## src/rtl/nic_pkg.sv

```systemverilog
// Shared definitions for the Cardinal NIC: CPU register map, packet layout and status word packing.
package nic_pkg;

  localparam logic [1:0] NIC_IN_BUF   = 2'b00;
  localparam logic [1:0] NIC_IN_STAT  = 2'b01;
  localparam logic [1:0] NIC_OUT_BUF  = 2'b10;
  localparam logic [1:0] NIC_OUT_STAT = 2'b11;

  // Bit indices use the ring's big-endian numbering: bit 0 is the MSB of a [0:63] word.
  localparam int PKT_VC_BIT  = 0;
  localparam int PKT_DIR_BIT = 1;
  localparam int PKT_HOP_LO  = 8;
  localparam int PKT_HOP_HI  = 15;
  localparam int PKT_SRC_LO  = 16;
  localparam int PKT_SRC_HI  = 31;
  localparam int PKT_PAY_LO  = 32;
  localparam int PKT_PAY_HI  = 63;

  typedef struct packed {
    logic        vc;
    logic        dir;
    logic [5:0]  rsvd;
    logic [7:0]  hops;
    logic [15:0] src;
    logic [31:0] payload;
  } pkt_t;

  // Status word: occupancy in bits 56:62, flag in bit 63, everything else zero.
  function automatic logic [0:63] nic_status(input logic flag, input logic [6:0] occ);
    return {56'h0, occ, flag};
  endfunction

endpackage

```

## src/rtl/nic_fifo.sv

```systemverilog
// Circular packet FIFO: head is visible combinationally, push and pop each take effect at the edge.
// A push while full is accepted only when a pop in the same cycle frees the slot; otherwise it is dropped.
module nic_fifo
  import nic_pkg::*;
#(
  parameter int DEPTH = 2,
  parameter int PTR_W = 1
) (
  input  logic           CLK,
  input  logic           RESET,
  input  logic           push,
  input  logic [0:63]    push_data,
  input  logic           pop,
  output logic [0:63]    head,
  output logic           full,
  output logic           empty,
  output logic [PTR_W:0] count
);

  logic [0:63]      r_mem [DEPTH];
  logic [PTR_W-1:0] r_wr_ptr;
  logic [PTR_W-1:0] r_rd_ptr;
  logic [PTR_W:0]   r_count;
  logic             w_push;
  logic             w_pop;

  assign empty  = (r_count == '0);
  assign full   = (r_count == (PTR_W+1)'(DEPTH));
  assign count  = r_count;
  assign head   = r_mem[r_rd_ptr];
  assign w_pop  = pop && !empty;
  assign w_push = push && (!full || w_pop);

  always_ff @(posedge CLK) begin
    if (RESET) begin
      r_wr_ptr <= '0;
      r_rd_ptr <= '0;
      r_count  <= '0;
    end else begin
      if (w_push) r_wr_ptr <= r_wr_ptr + PTR_W'(1);
      if (w_pop)  r_rd_ptr <= r_rd_ptr + PTR_W'(1);
      case ({w_push, w_pop})
        2'b10:   r_count <= r_count + (PTR_W+1)'(1);
        2'b01:   r_count <= r_count - (PTR_W+1)'(1);
        default: r_count <= r_count;
      endcase
    end
  end

  // Storage needs no reset; occupancy alone defines which entries are live.
  always_ff @(posedge CLK) begin
    if (w_push) r_mem[r_wr_ptr] <= push_data;
  end

endmodule

```

## src/rtl/cardinal_node_nic.sv

```systemverilog
// NIC between a Cardinal CPU (four 64-bit registers) and its ring router; one FIFO per direction.
// Outputs are combinational from FIFO state; router push is refused when full, CPU writes when full drop.
module cardinal_node_nic
  import nic_pkg::*;
#(
  parameter int DEPTH = 2,
  parameter int PTR_W = 1
) (
  input  logic        CLK,
  input  logic        RESET,
  input  logic [0:1]  addr_nic,
  input  logic [0:63] din_nic,
  output logic [0:63] dout_nic,
  input  logic        nicEn,
  input  logic        nicWrEn,
  input  logic        net_si,
  output logic        net_ri,
  input  logic [0:63] net_di,
  output logic        net_so,
  input  logic        net_ro,
  output logic [0:63] net_do,
  input  logic        net_polarity
);

  logic           w_cpu_rd;
  logic           w_cpu_wr;
  logic           w_in_push;
  logic           w_in_pop;
  logic [0:63]    w_in_head;
  logic           w_in_full;
  logic           w_in_empty;
  logic [PTR_W:0] w_in_count;
  logic           w_out_push;
  logic [0:63]    w_out_head;
  logic           w_out_full;
  logic           w_out_empty;
  logic [PTR_W:0] w_out_count;

  assign w_cpu_rd = nicEn && !nicWrEn;
  assign w_cpu_wr = nicEn && nicWrEn;

  assign net_ri    = !w_in_full;
  assign w_in_push = net_si && net_ri;
  assign w_in_pop  = w_cpu_rd && (addr_nic == NIC_IN_BUF) && !w_in_empty;

  // The FIFO itself decides whether a write while full fits (only if injecting this cycle).
  assign w_out_push = w_cpu_wr && (addr_nic == NIC_OUT_BUF);
  assign net_so     = !w_out_empty && net_ro && (w_out_head[PKT_VC_BIT] == net_polarity);
  assign net_do     = w_out_empty ? 64'h0 : w_out_head;

  nic_fifo #(.DEPTH(DEPTH), .PTR_W(PTR_W)) u_in_fifo (
    .CLK       (CLK),
    .RESET     (RESET),
    .push      (w_in_push),
    .push_data (net_di),
    .pop       (w_in_pop),
    .head      (w_in_head),
    .full      (w_in_full),
    .empty     (w_in_empty),
    .count     (w_in_count)
  );

  nic_fifo #(.DEPTH(DEPTH), .PTR_W(PTR_W)) u_out_fifo (
    .CLK       (CLK),
    .RESET     (RESET),
    .push      (w_out_push),
    .push_data (din_nic),
    .pop       (net_so),
    .head      (w_out_head),
    .full      (w_out_full),
    .empty     (w_out_empty),
    .count     (w_out_count)
  );

  always_comb begin
    dout_nic = 64'h0;
    if (w_cpu_rd) begin
      case (addr_nic)
        NIC_IN_BUF:   if (!w_in_empty) dout_nic = w_in_head;
        NIC_IN_STAT:  dout_nic = nic_status(!w_in_empty, 7'(w_in_count));
        NIC_OUT_STAT: dout_nic = nic_status(w_out_full, 7'(w_out_count));
        default:      dout_nic = 64'h0;
      endcase
    end
  end

endmodule

```

## config.mk

```make
export PLATFORM = sky130hd
export DESIGN_NAME = cardinal_node_nic
export DESIGN_NICKNAME = d
export VERILOG_FILES = /design/src/rtl/nic_pkg.sv /design/src/rtl/nic_fifo.sv /design/src/rtl/cardinal_node_nic.sv
export SDC_FILE = /design/constraint.sdc
export NUM_CORES = 1
export LEC_CHECK = 0
export ABC_AREA = 1
export CAP_MARGIN = 20
export CORE_ASPECT_RATIO = 0.75
export CORE_MARGIN = 2
export CORE_UTILIZATION = 40
export DETAILED_ROUTE_END_ITERATION = 8
export GPL_TIMING_DRIVEN = 0
export HOLD_SLACK_MARGIN = 0.06
export PLACE_DENSITY = 0.68
export SLEW_MARGIN = 15
export SYNTH_ARGS = -nofsm -noshare
export SYNTH_HDL_FRONTEND = slang
export SYNTH_SLANG_ARGS = --single-unit
```

## constraint.sdc

```tcl
create_clock -name CLK -period 6 [get_ports CLK]
set_input_delay 1.2 -clock CLK [delete_from_list [all_inputs] [get_ports CLK]]
set_output_delay 1.2 -clock CLK [all_outputs]
set_load 0.01 [all_outputs]
```

==> out/metrics.csv <==
stage,metric,value,unit
cells_and_area,layout cell share with drive strength beyond 1,12.0,%
synth,Ys Warns,0,
drt,Routed Antenna Nets,0,
floorplanning,# rows,50,
min_path,worst hold start,u_out_fifo.r_rd_ptr$_SDFFE_PP0P_,
global_routing,GR peak layer,met2,
power,P_int,0.00323,W
sta,Hold Fails Final Rpt,0,
synth,"Seq/Total Area, Yosys",76.2,%
cells_and_area,Layout area overhead,39.3,%
sta,Max Clk Rate,229,MHz
drt,DR WL/cell,17.2,µm
synth,Synth Instances,774,
cts,Worst-Skew Late Latency,0.52,ns
sta,Setup Skew,0.0131,ns
sta,final setup fails,0,
global_routing,initial antenna violation count,2,
cells_and_area,Post-layout nets,1214,
place,dpl ws,1.67,ns
floorplanning,DIE AREA,27200,µm²
power,logic gate share of total power,12.1,%
floorplanning,Initial Utilization,41.1,%
place,Cells after DPL,1386,
power,NetSw,0.000919,W
cts,# Post-CTS Setup Buffers,0,
drt,drt pass-1 iters,5,
drt,Post-Route WL,24700,µm
setup_path,WS Path Type,in -> out,
setup_path,Critical Path Source Type,primary input,
global_routing,vias in the first global route,6766,
drt,DR vias/cell,4.79,
cts,CTS tree,yes,
setup_path,cells on worst reg2reg path,9,
cts,Clock Tree Buf Depth,3,
setup_path,crit-path max FO,10,
cts,CTS buffer count,26,
drt,DRC,0,
min_path,worst hold stages,1,
drt,DR iter-0 viols,293,
cts,Sink Count,266,
power,Static Leak,4.91,nW
global_routing,met2 usage,29.1,%
power,switch share,22.1,%
place,RD Place Congestion,0.751,
sta,RSZ-0062 raised after global routing,no,
cts,"CTS clk-pin slew, worst paths",0.06,ns
cts,hold buffer count at CTS,0,
global_routing,pin count of the biggest net entering global routing,29,
synth,Synth Area per Inst,13.4,µm²
sta,Slew headroom,50.2,%
synth,syn nets,912,
cells_and_area,Filler Cell Count,2015,
setup_path,Reg2Reg Setup Slack,3.60,ns
cts,CTS resizes,0,
floorplanning,I/O pins,267,
floorplanning,die width,190,µm
sta,Max Slew Vio Count,0,
floorplanning,DIE HEIGHT,143,µm
floorplanning,Core Box Area,25200,µm²
sta,min Tclk post-route,4.36,ns
power,clock power share,36.3,%
setup_path,critical path data required time,4.80,ns
power,Reg power frac,51.5,%
cts,htree depth,1,
synth,Synth Cell Area,10400,µm²
setup_path,Worst R2R End,u_out_fifo.r_mem[1][40]$_DFFE_PP_,
setup_path,data arrival time of the worst path,3.16,ns
global_routing,grt met3 use,3.20,%
place,I/O Buffers,266,
sta,Slew @ Worst Pin,0.745,ns
power,PwrDens,288,nW/µm²
power,Peak VDD IR,0.000216,V
cts,CTS root buf,clkbuf_16,
drt,vias post-DR,6862,
run_status,status,completed,
global_routing,gr ovfl total,0,
place,DPL Wire Length,17100,µm
synth,"flops & latches, synth",266,
job,Max-cap violations,0,
global_routing,GR Util met1,24.4,%
setup_path,Worst Setup End Kind,output pin,
synth,synth unique cells,26,
sta,crit share post-route,72.6,%
sta,post-route setup slack,1.64,ns
cells_and_area,post-layout util,57.2,%
global_routing,Total GRT Usage,17.8,%
global_routing,first-pass GRT wire length,37300,µm
min_path,Worst Hold Class,reg -> reg,
cells_and_area,fin cells,1434,
critical path, cell delays in order:
cell and delay, ns:
clkdlybuf4s50_1 0.46, inv_1 0.09, nand2_1 0.08, nor2_4 0.12
inv_2 0.08, nor2_8 0.13, inv_4 0.10, buf_6 0.17
a21oi_2 0.11, clkdlybuf4s50_1 0.60
area by class of cell:
cell class | instances | area, µm² | area share (%)
flip-flops and latches | 266 | 7890 | 54.7
repair buffers | 274 | 2840 | 19.7
multi-input cells | 448 | 2210 | 15.3
inverters | 20 | 77.6 | 0.538
clock buffers | 41 | 728 | 5.05
diodes | 2 | 5.00 | 0.0347
plain buffers | 40 | 216 | 1.50
well taps | 338 | 423 | 2.93
clock inverters | 5 | 46.3 | 0.321
how the worst max path moves through the flow:
stage / from / end / slack (ns) / depth (start not counted)
2_1_floorplan: net_ro / u_out_fifo.r_mem[0][0]$_DFFE_PP_ / 1.22 / 6
3_3_place_gp: net_ro / u_out_fifo.r_mem[1][59]$_DFFE_PP_ / -0.99 / 7
3_5_place_dp: addr_nic[0] / dout_nic[27] / 1.67 / 10
4_1_cts: addr_nic[1] / dout_nic[28] / 1.65 / 10
5_1_grt: addr_nic[0] / dout_nic[28] / 1.52 / 10
6_report: addr_nic[0] / dout_nic[28] / 1.64 / 10
layout by cell type, fill, tap and decap left out, drive strengths merged:
cell type        n
nand2          272
clkdlybuf4s50  266
edfxtp         256
a21oi          138
clkbuf          65
buf             24
inv             20
nor2            16
dfxtp           10
nand3            9
o21ai            5
clkinv           4
diode            2
o22ai            2
nand4            2
o21a             2
nor3             1
ha               1
bufinv           1
Yosys cell counts, drive strengths merged:
| master | instances | area share (%) |
|---|---|---|
| nand4 | 2 | 0.12 |
| inv | 20 | 0.75 |
| o21ai | 5 | 0.24 |
| edfxtp | 256 | 74 |
| clkbuf | 24 | 0.87 |
| a21oi | 138 | 8.8 |
| nor2 | 16 | 0.83 |
| nand3 | 9 | 0.63 |
| ha | 1 | 0.12 |
| o22ai | 2 | 0.12 |
| o21a | 2 | 0.14 |
| nor3 | 1 | 0.048 |
| buf | 16 | 1.2 |
| dfxtp | 10 | 1.9 |
| nand2 | 272 | 9.9 |
flip-flops by register name, summed over array words and instances, names as in the netlist, named ones only:
name                 flops
u_in_fifo.r_mem        128
u_out_fifo.r_mem       128
u_in_fifo.count          2
u_out_fifo.count         2
u_in_fifo.r_rd_ptr       1
u_in_fifo.r_wr_ptr       1
u_out_fifo.r_rd_ptr      1
u_out_fifo.r_wr_ptr      1
through the flow:
step / area, µm² / setup TNS [ns] / hold WS [ns] / total power [W]
final: 14400 / 0 / 0.463 / 0.00415
after global routing: 14400 / 0 / 0.480 / 0.00431
after CTS: 14400 / 0 / 0.465 / 0.00419
after detailed placement: 13600 / 0 / 0.454 / 0.00268
after global placement: 13400 / -203.30 / 0.441 / 0.00267
after floorplan: 10400 / 0 / 0.431 / 0.00239
metal layers:
metal | vias up | part of all wire [%]
met1 | 3309 | 43
met5 | - | 0
li1 | 3333 | -
met3 | 44 | 4.8
met2 | 176 | 49
met4 | 0 | 3.1
logic make-up (layout without fill, tap and decap cells):
group | after synthesis | count (layout) | synth area share (%)
other | 0 | 2 | 0
DFF | 266 | 266 | 76.2
buffers and inverters | 60 | 380 | 2.84
and+or+nand+nor | 300 | 300 | 11.5
AOI/OAI and AO/OA | 147 | 147 | 9.35
adders and majority gates | 1 | 1 | 0.121
power by group through the flow:
stage          sequential, W  combinational [W]  clock [W]
3_3_place_gp         0.00219           0.000483          0
6_report             0.00214           0.000503    0.00151
5_1_grt              0.00214           0.000546    0.00162
2_1_floorplan        0.00218           0.000205          0
3_5_place_dp         0.00218           0.000506          0
4_1_cts              0.00214           0.000511    0.00154
Power figures use the tool's default switching activity.
